[src/rtl/cpu_pkg.sv]
// Shared CPU definitions: branch outcome codes, branch opcodes and the
// redirect FSM state encoding.
package cpu_pkg;

  // Comparator outcome codes
  localparam logic [1:0] BR_NONE      = 2'b00;
  localparam logic [1:0] BR_NOT_TAKEN = 2'b01;
  localparam logic [1:0] BR_TAKEN     = 2'b10;
  localparam logic [1:0] BR_RSVD      = 2'b11;

  // Branch opcodes decoded upstream of the comparator
  localparam logic [3:0] OP_BGT = 4'b0100;
  localparam logic [3:0] OP_BLT = 4'b0101;
  localparam logic [3:0] OP_BEQ = 4'b0110;

  // Flush window counter width (FLUSH_CYCLES is limited to 0..15)
  localparam int FCNT_W = 4;

  // Redirect FSM states
  typedef enum logic [1:0] {
    ST_IDLE     = 2'b00,
    ST_REDIRECT = 2'b01,
    ST_FLUSH    = 2'b10
  } redir_state_e;

endpackage

[src/rtl/branch_redirect_unit_sat_counter.sv]
// Saturating up-counter: holds at all-ones instead of wrapping.
module sat_counter #(
  parameter int W = 16
) (
  input  logic         clk,
  input  logic         rst_n,
  input  logic         inc,
  output logic [W-1:0] count
);

  logic [W-1:0] r_count;

  // Count up on inc until all-ones, then hold
  always_ff @(posedge clk or negedge rst_n) begin
    if (!rst_n)
      r_count <= '0;
    else if (inc && (r_count != {W{1'b1}}))
      r_count <= r_count + W'(1);
  end

  assign count = r_count;

endmodule

[src/rtl/branch_redirect_unit.sv]
// Branch redirect unit: turns decode-stage branch outcomes into a fetch
// redirect handshake plus a flush window, and keeps branch statistics.
module branch_redirect_unit
  import cpu_pkg::*;
#(
  parameter int ADDR_W       = 16,
  parameter int OFF_W        = 8,
  parameter int FLUSH_CYCLES = 2,
  parameter int CNT_W        = 16
) (
  input  logic              clk,
  input  logic              rst_n,
  input  logic              id_valid,
  input  logic [ADDR_W-1:0] id_pc,
  input  logic [OFF_W-1:0]  id_offset,
  input  logic [1:0]        branch,
  output logic              redirect_valid,
  input  logic              redirect_ready,
  output logic [ADDR_W-1:0] redirect_pc,
  output logic              flush,
  output logic              busy,
  output logic [CNT_W-1:0]  taken_cnt,
  output logic [CNT_W-1:0]  not_taken_cnt,
  output logic              bad_code
);

  // Counter preload on accept; only meaningful when FLUSH_CYCLES > 0
  localparam logic [FCNT_W-1:0] FC_LOAD =
    (FLUSH_CYCLES > 0) ? FCNT_W'(FLUSH_CYCLES - 1) : '0;

  redir_state_e      r_state;
  logic              r_redirect_valid;
  logic [ADDR_W-1:0] r_redirect_pc;
  logic              r_flush;
  logic              r_busy;
  logic [FCNT_W-1:0] r_fcnt;
  logic              r_bad_code;

  logic              w_sample;
  logic              w_taken;
  logic              w_not_taken;
  logic [ADDR_W-1:0] w_off_ext;
  logic [ADDR_W-1:0] w_target;

  // Decode inputs are only looked at while idle; a busy unit drops them
  assign w_sample    = (r_state == ST_IDLE) && id_valid;
  assign w_taken     = w_sample && (branch == BR_TAKEN);
  assign w_not_taken = w_sample && (branch == BR_NOT_TAKEN);

  // Offset counts 2-byte instructions; target wraps modulo 2^ADDR_W
  assign w_off_ext = ADDR_W'($signed(id_offset));
  assign w_target  = id_pc + ADDR_W'(2) + (w_off_ext << 1);

  // Redirect FSM with registered handshake/flush/busy outputs
  always_ff @(posedge clk or negedge rst_n) begin
    if (!rst_n) begin
      r_state          <= ST_IDLE;
      r_redirect_valid <= 1'b0;
      r_redirect_pc    <= '0;
      r_flush          <= 1'b0;
      r_busy           <= 1'b0;
      r_fcnt           <= '0;
    end else begin
      case (r_state)
        ST_IDLE: begin
          if (w_taken) begin
            r_redirect_pc    <= w_target;
            r_redirect_valid <= 1'b1;
            r_flush          <= 1'b1;
            r_busy           <= 1'b1;
            r_state          <= ST_REDIRECT;
          end
        end
        ST_REDIRECT: begin
          if (redirect_ready) begin
            r_redirect_valid <= 1'b0;
            if (FLUSH_CYCLES > 0) begin
              r_fcnt  <= FC_LOAD;
              r_state <= ST_FLUSH;
            end else begin
              r_flush <= 1'b0;
              r_busy  <= 1'b0;
              r_state <= ST_IDLE;
            end
          end
        end
        ST_FLUSH: begin
          if (r_fcnt == '0) begin
            r_flush <= 1'b0;
            r_busy  <= 1'b0;
            r_state <= ST_IDLE;
          end else begin
            r_fcnt <= r_fcnt - FCNT_W'(1);
          end
        end
        default: begin
          r_redirect_valid <= 1'b0;
          r_flush          <= 1'b0;
          r_busy           <= 1'b0;
          r_state          <= ST_IDLE;
        end
      endcase
    end
  end

  // Sticky flag for the reserved outcome code; only reset clears it
  always_ff @(posedge clk or negedge rst_n) begin
    if (!rst_n)
      r_bad_code <= 1'b0;
    else if (w_sample && (branch == BR_RSVD))
      r_bad_code <= 1'b1;
  end

  sat_counter #(.W(CNT_W)) u_taken_cnt (
    .clk   (clk),
    .rst_n (rst_n),
    .inc   (w_taken),
    .count (taken_cnt)
  );

  sat_counter #(.W(CNT_W)) u_not_taken_cnt (
    .clk   (clk),
    .rst_n (rst_n),
    .inc   (w_not_taken),
    .count (not_taken_cnt)
  );

  assign redirect_valid = r_redirect_valid;
  assign redirect_pc    = r_redirect_pc;
  assign flush          = r_flush;
  assign busy           = r_busy;
  assign bad_code       = r_bad_code;

endmodule

[config.mk]
export PLATFORM = sky130hd
export DESIGN_NAME = branch_redirect_unit
export DESIGN_NICKNAME = d
export VERILOG_FILES = /design/src/rtl/cpu_pkg.sv /design/src/rtl/branch_redirect_unit_sat_counter.sv /design/src/rtl/branch_redirect_unit.sv
export SDC_FILE = /design/constraint.sdc
export NUM_CORES = 1
export LEC_CHECK = 0
export CAP_MARGIN = 20
export CORE_MARGIN = 8
export CORE_UTILIZATION = 31
export DETAILED_ROUTE_END_ITERATION = 8
export HOLD_SLACK_MARGIN = 0.15
export PLACE_DENSITY = 0.52
export SLEW_MARGIN = 30
export SYNTH_ARGS = -nofsm -noshare
export SYNTH_HDL_FRONTEND = slang
export SYNTH_HIERARCHICAL = 1
export SYNTH_SLANG_ARGS = --single-unit
[constraint.sdc]
create_clock -name clk -period 2.4 [get_ports clk]
set_input_delay 0.48 -clock clk [delete_from_list [all_inputs] [get_ports clk]]
set_output_delay 0.48 -clock clk [all_outputs]
set_load 0.01 [all_outputs]
## Word level (Yosys, flattened, before mapping)

Index checks and enable logic that the tools add are counted.

| storage, ports and cells | value |
|---|---|
| output and inout bits | 52 |
| bits in read-only memories | 0 |
| bits in writable memories | 0 |
| flip-flop bits (word level) | 57 |
| bits in latches | 0 |
| input bits | 30 |
| memories kept | 0 |

| cells by class | value |
|---|---|
| add/sub/neg operators | 5 |
| equality and inequality tests | 11 |
| $mul | 0 |
| $lt $le $gt $ge | 0 |
| bitwise operators | 2 |
| reductions and logical operators | 14 |
| multiplexer cells | 12 |
| div/mod/pow operators | 0 |
| shift-type cells | 0 |

Operators by type and width:

| kind | number |
|---|---|
| 16-bit by 1-bit adder with 16-bit output (second input constant) | 2 |
| 16-bit != test (second input constant) | 2 |
| 16-bit adder | 1 |
| 16-bit by 2-bit adder with 16-bit output (second input constant) | 1 |
| 3-bit AND reduction | 4 |
| 4-bit two-way mux | 2 |
| 4-bit case mux with 2 select lines | 1 |
| 2-bit == test (second input constant) | 3 |
| 1-bit logical AND | 6 |
| 2-bit two-way mux | 3 |
| 2-bit != test (second input constant) | 3 |
| 1-bit case mux with 3 select lines | 2 |
| 2-bit case mux with 3 select lines | 1 |
| 2-bit by 1-bit == test with 1-bit output (second input constant) | 2 |
| 4-bit logical NOT | 1 |
| 4-bit by 1-bit subtractor with 4-bit output (second input constant) | 1 |
| 1-bit two-way mux | 3 |
| 2-bit logical NOT | 1 |
| 2-bit by 1-bit != test with 1-bit output (second input constant) | 1 |
| 1-bit NOT | 2 |
| 2-bit AND reduction | 1 |
| 2-bit nonzero test | 1 |

## Longest topological paths before layout

| depth | value |
|---|---|
| depth in word-level cells | 5 |
| gate-level depth with buffers | 11 |
| depth with buffers taken out | 11 |

## Cells and area by module

The synthesis kept the hierarchy.

Modules (own cells, without submodules):

| module | area each (um2) | times used | cells an instance | seq. area each (um2) |
|---|---|---|---|---|
| branch_redirect_unit | 1879.3 | 1 | 205 | 625.6 |
| sat_counter | 859.6 | 2 | 72 | 400.4 |

## Worst setup path after synthesis

No wires, ideal clock.

| timing | value |
|---|---|
| kind | input-to-reg |
| start point | in id_pc[6] |
| end point | reg r_redirect_pc[15], in the netlist redirect_pc[15] |
| arrival | 2.125 ns |
| required time | 2.269 ns |
| path slack | 0.144 ns |
| setup time | 0.131 ns |
| stages | 7 |
| cells stage by stage | ha_1 > ha_1 > a21o_1 > a31o_2 > nor2_1 > o31ai_1 > or3b_1 |

| on the way | value |
|---|---|
| word-level cells in the longest chain between the ends | 2 |

Ends and longest elaborated chain:

| element | RTL line | text |
|---|---|---|
| from (decl) | branch_redirect_unit.sv:14 | `input logic [ADDR_W-1:0] id_pc,` |
| 16-bit by 2-bit adder with 16-bit output | branch_redirect_unit.sv:52 | `assign w_target = id_pc + ADDR_W'(2) + (w_off_ext << 1);` |
| 16-bit adder | branch_redirect_unit.sv:52 |  |
| to (signal assigned) | branch_redirect_unit.sv:67 | `r_redirect_pc <= w_target;` |
| to (decl) | branch_redirect_unit.sv:33 | `logic [ADDR_W-1:0] r_redirect_pc;` |

Every way passes these cells.
A chain may end at the register's enable or synchronous reset.

## Final worst setup path

| timing | value |
|---|---|
| start point | in id_pc[8] |
| end point | reg r_redirect_pc[15], in the netlist redirect_pc[15] |

The elaborated chain is that of the path after synthesis.

==> flow_metrics.py <==
metrics = {
    "status": {
        "outcome": "finished clean",
    },
    "synth": {
        "synth_area_leaders": "dfrtp_1, ha_1, nand2_1, xnor2_1, nand4_1",
        "yosys.area.top_type": "dfrtp_1",
        "synth-edff-count": 0,
        "yosysWarnings": 6,
        "ys.flop_type": "dfrtp_1",
        "synthArstFlopShare_pct": 100,
        "yosysSeqAreaShare_pct": 39.6,
        "yosysTopAreaCellShare_pct": 39.6,
        "syn_avg_cell_area_um2": 10.3,
        "synthCells": 349,
        "synthDistinctLibCells": 61,
        "synth_fp_nets": 410,
        "synth_area_um2": 3600,
        "synth-seq-cells": 57,
    },
    "drt": {
        "wl_per_cell_um": 15.6,
        "vias_per_cell": 5.09,
        "drt-pass1-iter-count": 4,
        "num_vias": 3171,
        "drc_errors": 0,
        "drt_iter0_drc": 186,
        "drtAntennaViolNets": 0,
        "wirelength_um": 9750,
    },
    "placement": {
        "dp_hpwl_um": 7290,
        "portBuffers": 81,
        "place_congestion": 0.791,
        "post-place-ws_ps": -486,
    },
    "layout": {
        "finalNetCount": 536,
        "drive_gt1_share_pct": 20.8,
        "final_common_cell": "clkdlybuf4s50_1",
        "area_delta_synth_final_pct": 46.9,
        "layout_common_cells": "clkdlybuf4s50_1, dfrtp_1, buf_4, nand2_1, ha_1",
        "n_antenna_cell": 0,
        "finish.utilization_pct": 46.5,
    },
    "pwr": {
        "vdd_drop_max_mv": 0.578,
        "p_total_mw": 4.32,
        "p_leak_nw": 2.34,
        "powerDensity_nw_per_um2": 818,
    },
    "grt": {
        "grtUsageTotal_pct": 13.3,
        "grt_overflow": 0,
        "grt_pass1_vias": 3167,
        "grt_pass1_wl_um": 16000,
        "grt_max_degree": 36,
        "antenna_found_initial": 0,
    },
    "die": {
        "start_util_pct": 31.6,
        "rows": 39,
        "die-width_um": 124,
        "die_area_um2": 15300,
        "io-pin-count": 82,
        "core_um2": 11400,
        "die_h_um": 124,
    },
    "clocking": {
        "h-tree-depth": 3,
        "clock_latency_ps": 330,
        "cts_tree": "yes",
        "ctsHoldBuffers": 0,
        "cts_buffers": 9,
        "cts_buffer_depth": 2,
        "cts_root_buf": "clkbuf_16",
        "clk_pin_slew_ps": 60,
        "clock-sinks": 57,
    },
    "timing": {
        "setup-tns-final_ps": 0,
        "setup_viol": 0,
        "drv_slew": 0,
        "setup_slack_ps": 51.1,
        "whs_ps": 163,
        "period_share_pct": 97.9,
        "slew_headroom_pct": 48.3,
        "skew_ps": 7.07,
        "hold_violations": 0,
        "max_freq_ghz": 0.426,
        "period_minus_slack_ps": 2350,
        "worst_pin_slew_ps": 766,
    },
    "setup_path": {
        "path_buf_inv": 2,
        "critPathRequiredTime_ps": 2590,
        "critPathSlowestCell": "clkdlybuf4s50_1",
        "arrival_ps": 2540,
        "crit_path_max_fanout": 3,
        "cpPeakStageDelay_ps": 410,
        "worst-setup-path-type": "primary input to register",
        "cp_cell_sequence": "clkdlybuf4s50_1 > ha_1 > ha_4 > and2_1 > buf_4 > nand3_1 > nand2b_1 > o211ai_1 > or3b_1",
        "start_kind": "primary input",
        "crit_family": "simple AND/OR/NAND/NOR gates",
        "endpoint_kind": "register",
    },
    "hold_path": {
        "hold_class": "primary input to async pin",
    },
    "run": {
        "drv_cap": 0,
    },
}
[timing repair]
action | in CTS | in global routing
setup endpoints to repair | 3 | 3
pin swaps | 13 | 10
hold endpoints to repair | 0 | 0
setup buffers | 0 | 2
resized for setup | 21 | 9
[per-stage QoR]
| step | std cells | instance area [um2] |
|---|---|---|
| after floorplan | 349 | 3600 |
| after global placement | 605 | 4840 |
| after detailed placement | 605 | 4840 |
| after CTS | 621 | 5220 |
| after global routing | 623 | 5290 |
| final | 623 | 5290 |
[flip-flops by register name, summed over array words and instances, names as in the netlist]
register	cells
r_fcnt	4
redirect_pc	16
u_taken_cnt/count	16
r_state	2
bad_code	1
u_not_taken_cnt/count	16
redirect_valid	1
busy	1
[Yosys cell counts (3+ instances only)]
library cell and number:
a31oi_1 7, xnor2_1 14, o211ai_1 5, nand3b_1 3
ha_1 30, nor4_4 4, and3_1 4, o21a_1 11
o31ai_1 3, nand2b_1 4, dfrtp_1 57, a21oi_1 16
xor2_1 8, nand3_1 18, and4_1 3, o21ai_0 18
nand2_1 37, nor3_1 5, nand4_1 18, inv_1 11
nor2_1 13, a21o_1 3
[worst paths after layout]
path | from | to | slack [ps] | depth (start not counted)
hold reg to reg | bad_code$_DFFE_PN0P_ | bad_code$_DFFE_PN0P_ | 470 | 1
setup / recovery | id_pc[8] | redirect_pc[15]$_DFFE_PN0P_ | 50 | 9
setup reg to reg | r_fcnt[1]$_DFFE_PN0P_ | r_fcnt[1]$_DFFE_PN0P_ | 410 | 7
max in group asynchronous | rst_n | u_taken_cnt/count[13]$_DFFE_PN0P_ | 1870 | 2
min in group clk | bad_code$_DFFE_PN0P_ | bad_code$_DFFE_PN0P_ | 470 | 1
hold / removal | rst_n | redirect_pc[9]$_DFFE_PN0P_ | 160 | 2
[cells by family (layout without fill, tap and decap cells)]
group | count (synthesis) | in the layout | synth area share [%]
simple gates | 137 | 137 | 25.2
compound gates | 80 | 80 | 15.3
flops | 57 | 57 | 39.6
fa+ha+maj | 31 | 31 | 11.0
xor+xnor | 22 | 22 | 5.35
buf+inv | 19 | 150 | 2.57
mux | 3 | 3 | 0.939
[metal layers]
| layer | up-vias | routed length (um) | GRT usage (%) |
|---|---|---|---|
| met2 | 55 | 4710 | 21.3 |
| met4 | 0 | 62 | 2.93 |
| met3 | 5 | 630 | 4.85 |
| met5 | - | 0 | 0 |
| li1 | 1575 | - | - |
| met1 | 1536 | 4350 | 16.7 |
[where the power goes]
part	internal (mW)	switching, mW	leakage [nW]
Combinational	0.810	0.642	1.44
Clock	0.966	0.435	0.157
Sequential	1.21	0.257	0.743
Total	2.99	1.33	2.34
[area by class of cell]
type,instances,area [um2]
inverters,12,45.0
flip-flops and latches,57,1430
fillers,1081,6080
clock buffers,14,264
multi-input cells,273,2190
well taps,143,179
repair buffers,122,1120
clock inverters,2,60.1
Power figures use the tool's default switching activity.
